### src/rtl/nibble_serial_adder_32_if.sv
`default_nettype none
// ============================================================================
//  Module      : nibble_serial_adder_32_if
//  Description : Request/response bundle for the nibble-serial adder.
//                The master issues operands with start; the slave answers
//                with busy, a one-cycle done pulse and the result flags.
//  Revision    : 1.0 - initial release
// ============================================================================
interface nibble_serial_adder_32_if #(
    parameter int WIDTH = 32
);
    logic             start;
    logic             sub;
    logic             cin;
    logic [WIDTH-1:0] inp0;
    logic [WIDTH-1:0] inp1;
    logic             busy;
    logic             done;
    logic [WIDTH-1:0] result;
    logic             carry;
    logic             overflow;
    logic             zero;

    modport master (
        output start, sub, cin, inp0, inp1,
        input  busy, done, result, carry, overflow, zero
    );

    modport slave (
        input  start, sub, cin, inp0, inp1,
        output busy, done, result, carry, overflow, zero
    );
endinterface
`default_nettype wire

### src/rtl/nibble_serial_adder_32.sv
`default_nettype none
// ============================================================================
//  Module      : nibble_serial_adder_32 (with full_adder_four_bit slice)
//  Description : WIDTH-bit add/subtract built from a single 4-bit adder
//                slice reused once per nibble, LSB nibble first. Returns
//                result, carry, signed overflow and zero with a
//                start/busy/done handshake; latency is WIDTH/4 cycles.
//  Revision    : 1.0 - initial release
// ============================================================================

// Combinational 4-bit adder slice: {carry, sum} = inp0 + inp1 + cin.
module full_adder_four_bit (
    input  logic [3:0] inp0,
    input  logic [3:0] inp1,
    input  logic       cin,
    output logic [3:0] sum,
    output logic       carry
);
    logic [4:0] w_total;

    assign w_total = {1'b0, inp0} + {1'b0, inp1} + {4'b0000, cin};
    assign sum     = w_total[3:0];
    assign carry   = w_total[4];
endmodule

module nibble_serial_adder_32 #(
    parameter int WIDTH = 32
) (
    input  logic                    clk,
    input  logic                    rst_n,
    nibble_serial_adder_32_if.slave bus
);
    localparam int NIB   = WIDTH / 4;
    localparam int CNT_W = (NIB > 1) ? $clog2(NIB) : 1;

    localparam logic [CNT_W-1:0] c_last_nib = CNT_W'(NIB - 1);
    localparam logic [0:0]       c_idle     = 1'b0;
    localparam logic [0:0]       c_run      = 1'b1;

    // Operand widths that do not split into at least two whole nibbles
    // cannot be handled by the serial schedule.
    generate
        if (((WIDTH % 4) != 0) || (WIDTH < 8)) begin : g_bad_width
            $error("nibble_serial_adder_32: WIDTH must be a multiple of 4 and >= 8");
        end
    endgenerate

    logic [0:0]       r_state;
    logic [0:0]       w_state_next;
    logic [CNT_W-1:0] r_cnt;
    logic [WIDTH-1:0] r_a;
    logic [WIDTH-1:0] r_b;
    logic             r_c;
    logic [WIDTH-1:0] r_acc;
    logic [WIDTH-1:0] w_acc_next;

    logic             w_accept;
    logic             w_last;
    logic [CNT_W+1:0] w_bit_base;
    logic [3:0]       w_slice_a;
    logic [3:0]       w_slice_b;
    logic [3:0]       w_slice_sum;
    logic             w_slice_carry;

    logic             r_done;
    logic [WIDTH-1:0] r_result;
    logic             r_carry;
    logic             r_overflow;
    logic             r_zero;

    // A new request is only taken while idle; anything else is dropped.
    assign w_accept   = (r_state == c_idle) && bus.start;
    assign w_last     = (r_state == c_run) && (r_cnt == c_last_nib);
    assign w_bit_base = {r_cnt, 2'b00};
    assign w_slice_a  = r_a[w_bit_base +: 4];
    assign w_slice_b  = r_b[w_bit_base +: 4];

    full_adder_four_bit u_slice (
        .inp0  (w_slice_a),
        .inp1  (w_slice_b),
        .cin   (r_c),
        .sum   (w_slice_sum),
        .carry (w_slice_carry)
    );

    // Accumulator as it will look after the current nibble lands; on the
    // final nibble this is the full-width result.
    always_comb begin
        w_acc_next                  = r_acc;
        w_acc_next[w_bit_base +: 4] = w_slice_sum;
    end

    // State register.
    always_ff @(posedge clk or negedge rst_n) begin
        if (!rst_n) begin
            r_state <= c_idle;
        end else begin
            r_state <= w_state_next;
        end
    end

    // Next-state logic: IDLE -> RUN on an accepted start, RUN -> IDLE after
    // the top nibble.
    always_comb begin
        w_state_next = r_state;
        case (r_state)
            c_idle: begin
                if (w_accept) begin
                    w_state_next = c_run;
                end
            end
            c_run: begin
                if (w_last) begin
                    w_state_next = c_idle;
                end
            end
            default: begin
                w_state_next = c_idle;
            end
        endcase
    end

    // Operand capture, nibble counter, inter-nibble carry and accumulator.
    // Subtract is folded into the operands as A + ~B + 1.
    always_ff @(posedge clk or negedge rst_n) begin
        if (!rst_n) begin
            r_a   <= '0;
            r_b   <= '0;
            r_c   <= 1'b0;
            r_cnt <= '0;
            r_acc <= '0;
        end else if (w_accept) begin
            r_a   <= bus.inp0;
            r_b   <= bus.sub ? ~bus.inp1 : bus.inp1;
            r_c   <= bus.sub ? 1'b1 : bus.cin;
            r_cnt <= '0;
        end else if (r_state == c_run) begin
            r_acc <= w_acc_next;
            r_c   <= w_slice_carry;
            if (w_last) begin
                r_cnt <= '0;
            end else begin
                r_cnt <= r_cnt + 1'b1;
            end
        end
    end

    // Visible outputs change only on the completion edge so a consumer can
    // keep reading the previous result throughout the next operation.
    always_ff @(posedge clk or negedge rst_n) begin
        if (!rst_n) begin
            r_done     <= 1'b0;
            r_result   <= '0;
            r_carry    <= 1'b0;
            r_overflow <= 1'b0;
            r_zero     <= 1'b0;
        end else begin
            r_done <= w_last;
            if (w_last) begin
                r_result   <= w_acc_next;
                r_carry    <= w_slice_carry;
                r_overflow <= (r_a[WIDTH-1] == r_b[WIDTH-1]) &&
                              (w_slice_sum[3] != r_a[WIDTH-1]);
                r_zero     <= (w_acc_next == '0);
            end
        end
    end

    assign bus.busy     = (r_state == c_run);
    assign bus.done     = r_done;
    assign bus.result   = r_result;
    assign bus.carry    = r_carry;
    assign bus.overflow = r_overflow;
    assign bus.zero     = r_zero;
endmodule
`default_nettype wire

### src/flat_wrapper.sv
// flat-port wrapper written by rule: the top's interface ports become plain ports
module nibble_serial_adder_32_flat 
#(
    parameter int WIDTH = 32
)
  (clk, rst_n, bus_start, bus_sub, bus_cin, bus_inp0, bus_inp1, bus_busy, bus_done, bus_result, bus_carry, bus_overflow, bus_zero);
  nibble_serial_adder_32_if #(.WIDTH(WIDTH)) bus_i ();
  input  logic clk;
  input  logic rst_n;
  input wire logic [$bits(bus_i.start)-1:0] bus_start;
  input wire logic [$bits(bus_i.sub)-1:0] bus_sub;
  input wire logic [$bits(bus_i.cin)-1:0] bus_cin;
  input wire logic [$bits(bus_i.inp0)-1:0] bus_inp0;
  input wire logic [$bits(bus_i.inp1)-1:0] bus_inp1;
  output wire logic [$bits(bus_i.busy)-1:0] bus_busy;
  output wire logic [$bits(bus_i.done)-1:0] bus_done;
  output wire logic [$bits(bus_i.result)-1:0] bus_result;
  output wire logic [$bits(bus_i.carry)-1:0] bus_carry;
  output wire logic [$bits(bus_i.overflow)-1:0] bus_overflow;
  output wire logic [$bits(bus_i.zero)-1:0] bus_zero;
  assign bus_i.start = bus_start;
  assign bus_i.sub = bus_sub;
  assign bus_i.cin = bus_cin;
  assign bus_i.inp0 = bus_inp0;
  assign bus_i.inp1 = bus_inp1;
  assign bus_busy = bus_i.busy;
  assign bus_done = bus_i.done;
  assign bus_result = bus_i.result;
  assign bus_carry = bus_i.carry;
  assign bus_overflow = bus_i.overflow;
  assign bus_zero = bus_i.zero;
  nibble_serial_adder_32 #(.WIDTH(WIDTH)) u_core (.clk(clk), .rst_n(rst_n), .bus(bus_i));
endmodule
### config.mk
export PLATFORM = sky130hd
export DESIGN_NAME = nibble_serial_adder_32_flat
export DESIGN_NICKNAME = d
export VERILOG_FILES = /design/src/rtl/nibble_serial_adder_32_if.sv /design/src/rtl/nibble_serial_adder_32.sv /design/src/flat_wrapper.sv
export SDC_FILE = /design/constraint.sdc
export NUM_CORES = 1
export LEC_CHECK = 0
export BUFFER_PORTS_ARGS = -buffer_cell sky130_fd_sc_hd__buf_4
export CORE_MARGIN = 2
export CORE_UTILIZATION = 43
export CTS_BUF_LIST = sky130_fd_sc_hd__clkbuf_4 sky130_fd_sc_hd__clkbuf_8
export CTS_CLUSTER_DIAMETER = 100
export DETAILED_ROUTE_END_ITERATION = 10
export PLACE_DENSITY = 0.63
export SLEW_MARGIN = 20
export SYNTH_ARGS = -nofsm -noshare
export SYNTH_HDL_FRONTEND = slang
export SYNTH_SLANG_ARGS = --single-unit
### constraint.sdc
create_clock -name clk -period 4.7 [get_ports clk]
set_input_delay 0.705 -clock clk [delete_from_list [all_inputs] [get_ports clk]]
set_output_delay 0.705 -clock clk [all_outputs]
set_load 0.1 [all_outputs]
==> impl_summary.txt <==
----------------------------------------------------
[Drt]
  Initial detailed-routing violation count ... 217
  Iteration count of the initial detailed-routing pass ... 6
  Total wire length ... about 15 mm
  Via density per instance ... 5.17
  Wire per inst ... approximately 16 um
  ANT nets after route ... 0
  Detailed-route via count ... around 4900
  Remaining routing DRC violations ... 0

[Critical path]
  Cells on worst reg2reg path ... 12
  Startpoint of the most critical register-to-register path ... u_core.r_cnt[0]
  Worst Setup Path Type ... flop to flop
  Worst setup EP type ... flop
  Worst endpoint required time ... 5.08 ns
  Reg2reg end ... u_core.bus.zero
  Setup slack of the most critical reg-to-reg path ... 0.99 ns
  Critical-path maximum fanout ... 13
  CP startpoint kind ... flop
  Arrival time of the worst setup path ... 4.09 ns

[Job]
  Max-cap check violation count ... 0

[Global routing]
  Remaining Overflow, GRT ... 0
  Total track usage ... 19.8%
  Global-route wire length before repair ... 25.6 mm
  Number of antenna violations at the first check in global routing ... 0
  Pin count of the biggest net entering global routing ... 98
  Vias in the first global route ... between 5000 and 6000

[Run status]
  Outcome ... finished, final reports clean

[Clocking]
  Max Buffers Root-to-Sink ... 2
  CTS tree ... done
  Setup fix buffers added after clock tree synthesis ... 0
  Clock tree sinks ... 137
  H-tree depth ... 4
  Clock root cell ... sky130_fd_sc_hd__clkbuf_8
  Skew-Pair Late Insertion Delay ... 0.44 ns
  Cts repair resizes ... 0
  Number of hold buffers added after cts ... 0
  Number of buffers created by CTS ... 17
  Clock transition at path regs ... roughly 0.07 ns

[Finish]
  Layout cell share with drive strength beyond 1 ... 29.6%
  Leading cell types in the layout, fill and taps excluded ... sky130_fd_sc_hd__dfrtp_1, sky130_fd_sc_hd__buf_4, sky130_fd_sc_hd__nand2_1
  Sequential standard cell area ... ~0.0034 mm^2
  Area growth, synth to finish ... 20.4%
  Final Non-Filler Cells ... 951
  Most common cell after layout, fill and taps aside ... sky130_fd_sc_hd__dfrtp_1
  N_diodes ... 0
  Area used by multi-input combinational logic ... 0.00313 mm^2
  Filler cell count ... 1393
  Final Net Count ... 810

[Synthesis]
  Ys async rst share ... 100%
  Syn Inst Count ... 635
  Avg Inst Size Synth ... 10.6 um^2
  Sequential element share of the synthesized area ... 50.7%
  Number of flip-flops and latches in the synthesized netlist ... 137
  Number of nets in the synthesized netlist ... between 700 and 800
  Number of flops mapped to enable cells by yosys ... 0
  Distinct cell type count after synthesis ... 53
  Most frequently used flop master after synthesis ... sky130_fd_sc_hd__dfrtp_1
  Summed instance area of the synthesized netlist ... 0.00676 mm^2
  Yosys warning count ... 0

[Timing]
  Worst clock skew ... 0.0105 ns
  Setup TNS ... 0 ns
  Remaining max-slew budget at the tightest pin ... approximately 37%
  FMAX ... 0.269 GHz
  Setup repair after global routing missed its margin ... false
  Slew at the pin with the worst max-slew slack ... 0.945 ns
  Fin crit period ... ~3.7 ns
  Final Max Tran Viols ... 0
  Share of the clock period used by the worst path ... 79.0%
  Final setup viols ... 0
  Number of failing hold endpoints at the final stage ... 0

[Floorplan]
  Die footprint ... about 0.017 mm^2
  Initial standard-cell utilization of the core ... ~44%
  Core area ... ~0.015 mm^2
  Number of cell rows ... 45
  Overall die height ... ~130 um
  Top-level I/O count ... 106
  Die outline width ... between 100 and 150 um

[Placement]
  Half-perimeter wire length of the detailed placement result ... 11.4 mm
  # placed instances ... 921
  PortBufs ... 105
  Weighted congestion at the end of routability-driven global placement ... around 0.89

[Min path]
  HP Class ... input port to async pin

----------------------------------------------------
## layer usage
metal  track usage (%)  wire [um]  up-vias
li1                  -          -     2397
met1              25.9       7030     2367
met2              31.6       7430      128
met3              4.95        658       22
met4              8.44        369        0
met5                 0          0        -
## flip-flops by register name (all words and copies together), names as in the netlist, 3 cells and up
| signal | cells |
|---|---|
| u_core.r_a | 32 |
| u_core.r_acc | 32 |
| u_core.r_cnt | 3 |
| u_core.bus.result | 32 |
| u_core.r_b | 32 |
## kinds of logic after synthesis
kind of cell / after synthesis / synth area share [%]
buf+inv: 51 / 3.05
flops: 137 / 50.7
mux: 79 / 15.6
compound gates: 131 / 11.1
simple gates: 190 / 12.6
fa+ha+maj: 12 / 2.44
xor+xnor: 35 / 4.54
## how the worst max path moves through the flow
stage	slack, ns	cells past startpoint	endpoint	from
final	0.99	12	u_core.bus.zero	u_core.r_cnt[0]
after global routing	0.66	12	u_core.bus.zero	u_core.r_cnt[0]
after CTS	0.97	12	u_core.bus.zero	u_core.r_cnt[0]
after detailed placement	1.01	12	u_core.bus.zero	u_core.r_cnt[0]
after global placement	1.13	12	u_core.bus.zero	u_core.r_cnt[0]
after floorplan	1.14	16	u_core.bus.zero	u_core.r_cnt[0]
## critical path, stage by stage, from the launching register on
cell and delay (ns):
sky130_fd_sc_hd__dfrtp_1 0.74, sky130_fd_sc_hd__mux4_2 0.59, sky130_fd_sc_hd__nand2_1 0.08, sky130_fd_sc_hd__nand2_1 0.08, sky130_fd_sc_hd__fa_1 0.41, sky130_fd_sc_hd__inv_1 0.09
sky130_fd_sc_hd__fa_1 0.52, sky130_fd_sc_hd__nand2b_1 0.16, sky130_fd_sc_hd__nor2b_1 0.18, sky130_fd_sc_hd__mux2i_1 0.08, sky130_fd_sc_hd__a2111oi_0 0.35, sky130_fd_sc_hd__and3_1 0.22
sky130_fd_sc_hd__a32o_1 0.15
## cells in the mapped netlist, types with 3 or more instances
cell type / instances / area, um^2
sky130_fd_sc_hd__nand2_1: 107 / 402
sky130_fd_sc_hd__mux4_2: 16 / 360
sky130_fd_sc_hd__mux2i_1: 14 / 140
sky130_fd_sc_hd__buf_2: 6 / 30.0
sky130_fd_sc_hd__ha_1: 10 / 125
sky130_fd_sc_hd__or3_1: 3 / 18.8
sky130_fd_sc_hd__a22oi_1: 3 / 22.5
sky130_fd_sc_hd__xnor2_1: 33 / 289
sky130_fd_sc_hd__inv_1: 11 / 41.3
sky130_fd_sc_hd__nor2_1: 37 / 139
sky130_fd_sc_hd__mux2_2: 49 / 552
sky130_fd_sc_hd__dfrtp_1: 137 / 3430
sky130_fd_sc_hd__and3_1: 3 / 18.8
sky130_fd_sc_hd__a21oi_1: 27 / 135
sky130_fd_sc_hd__nand2b_1: 3 / 18.8
sky130_fd_sc_hd__nor3_1: 9 / 45.0
sky130_fd_sc_hd__o21ai_0: 79 / 395
sky130_fd_sc_hd__nand3b_1: 3 / 22.5
sky130_fd_sc_hd__clkbuf_1: 23 / 86.3
sky130_fd_sc_hd__buf_1: 8 / 30.0
sky130_fd_sc_hd__nor2b_1: 5 / 31.3
sky130_fd_sc_hd__nand3_1: 3 / 15.0
## stage by stage
step                      hold WS [ns]  instance area, um^2  util (%)  setup WS [ns]
after floorplan                  0.409                 6760         -           1.14
after global placement           0.459                 7730      50.7           1.13
after detailed placement         0.467                 7730      50.7           1.01
after CTS                        0.357                 8140      53.3          0.966
after global routing             0.391                 8140      53.3          0.662
final                            0.337                 8140      53.3          0.986
## final cells by class
class	instances	area share, %
Multi-Input combinational cell	447	38.5
Clock buffer	22	3.57
Sequential cell	137	42.1
Tap cell	211	3.24
Inverter	12	0.553
Clock inverter	8	1.48
Timing Repair Buffer	114	10.6
Power is not shown: default switching activity piles up to over one toggle a cycle in this logic, so the estimate is an artifact.
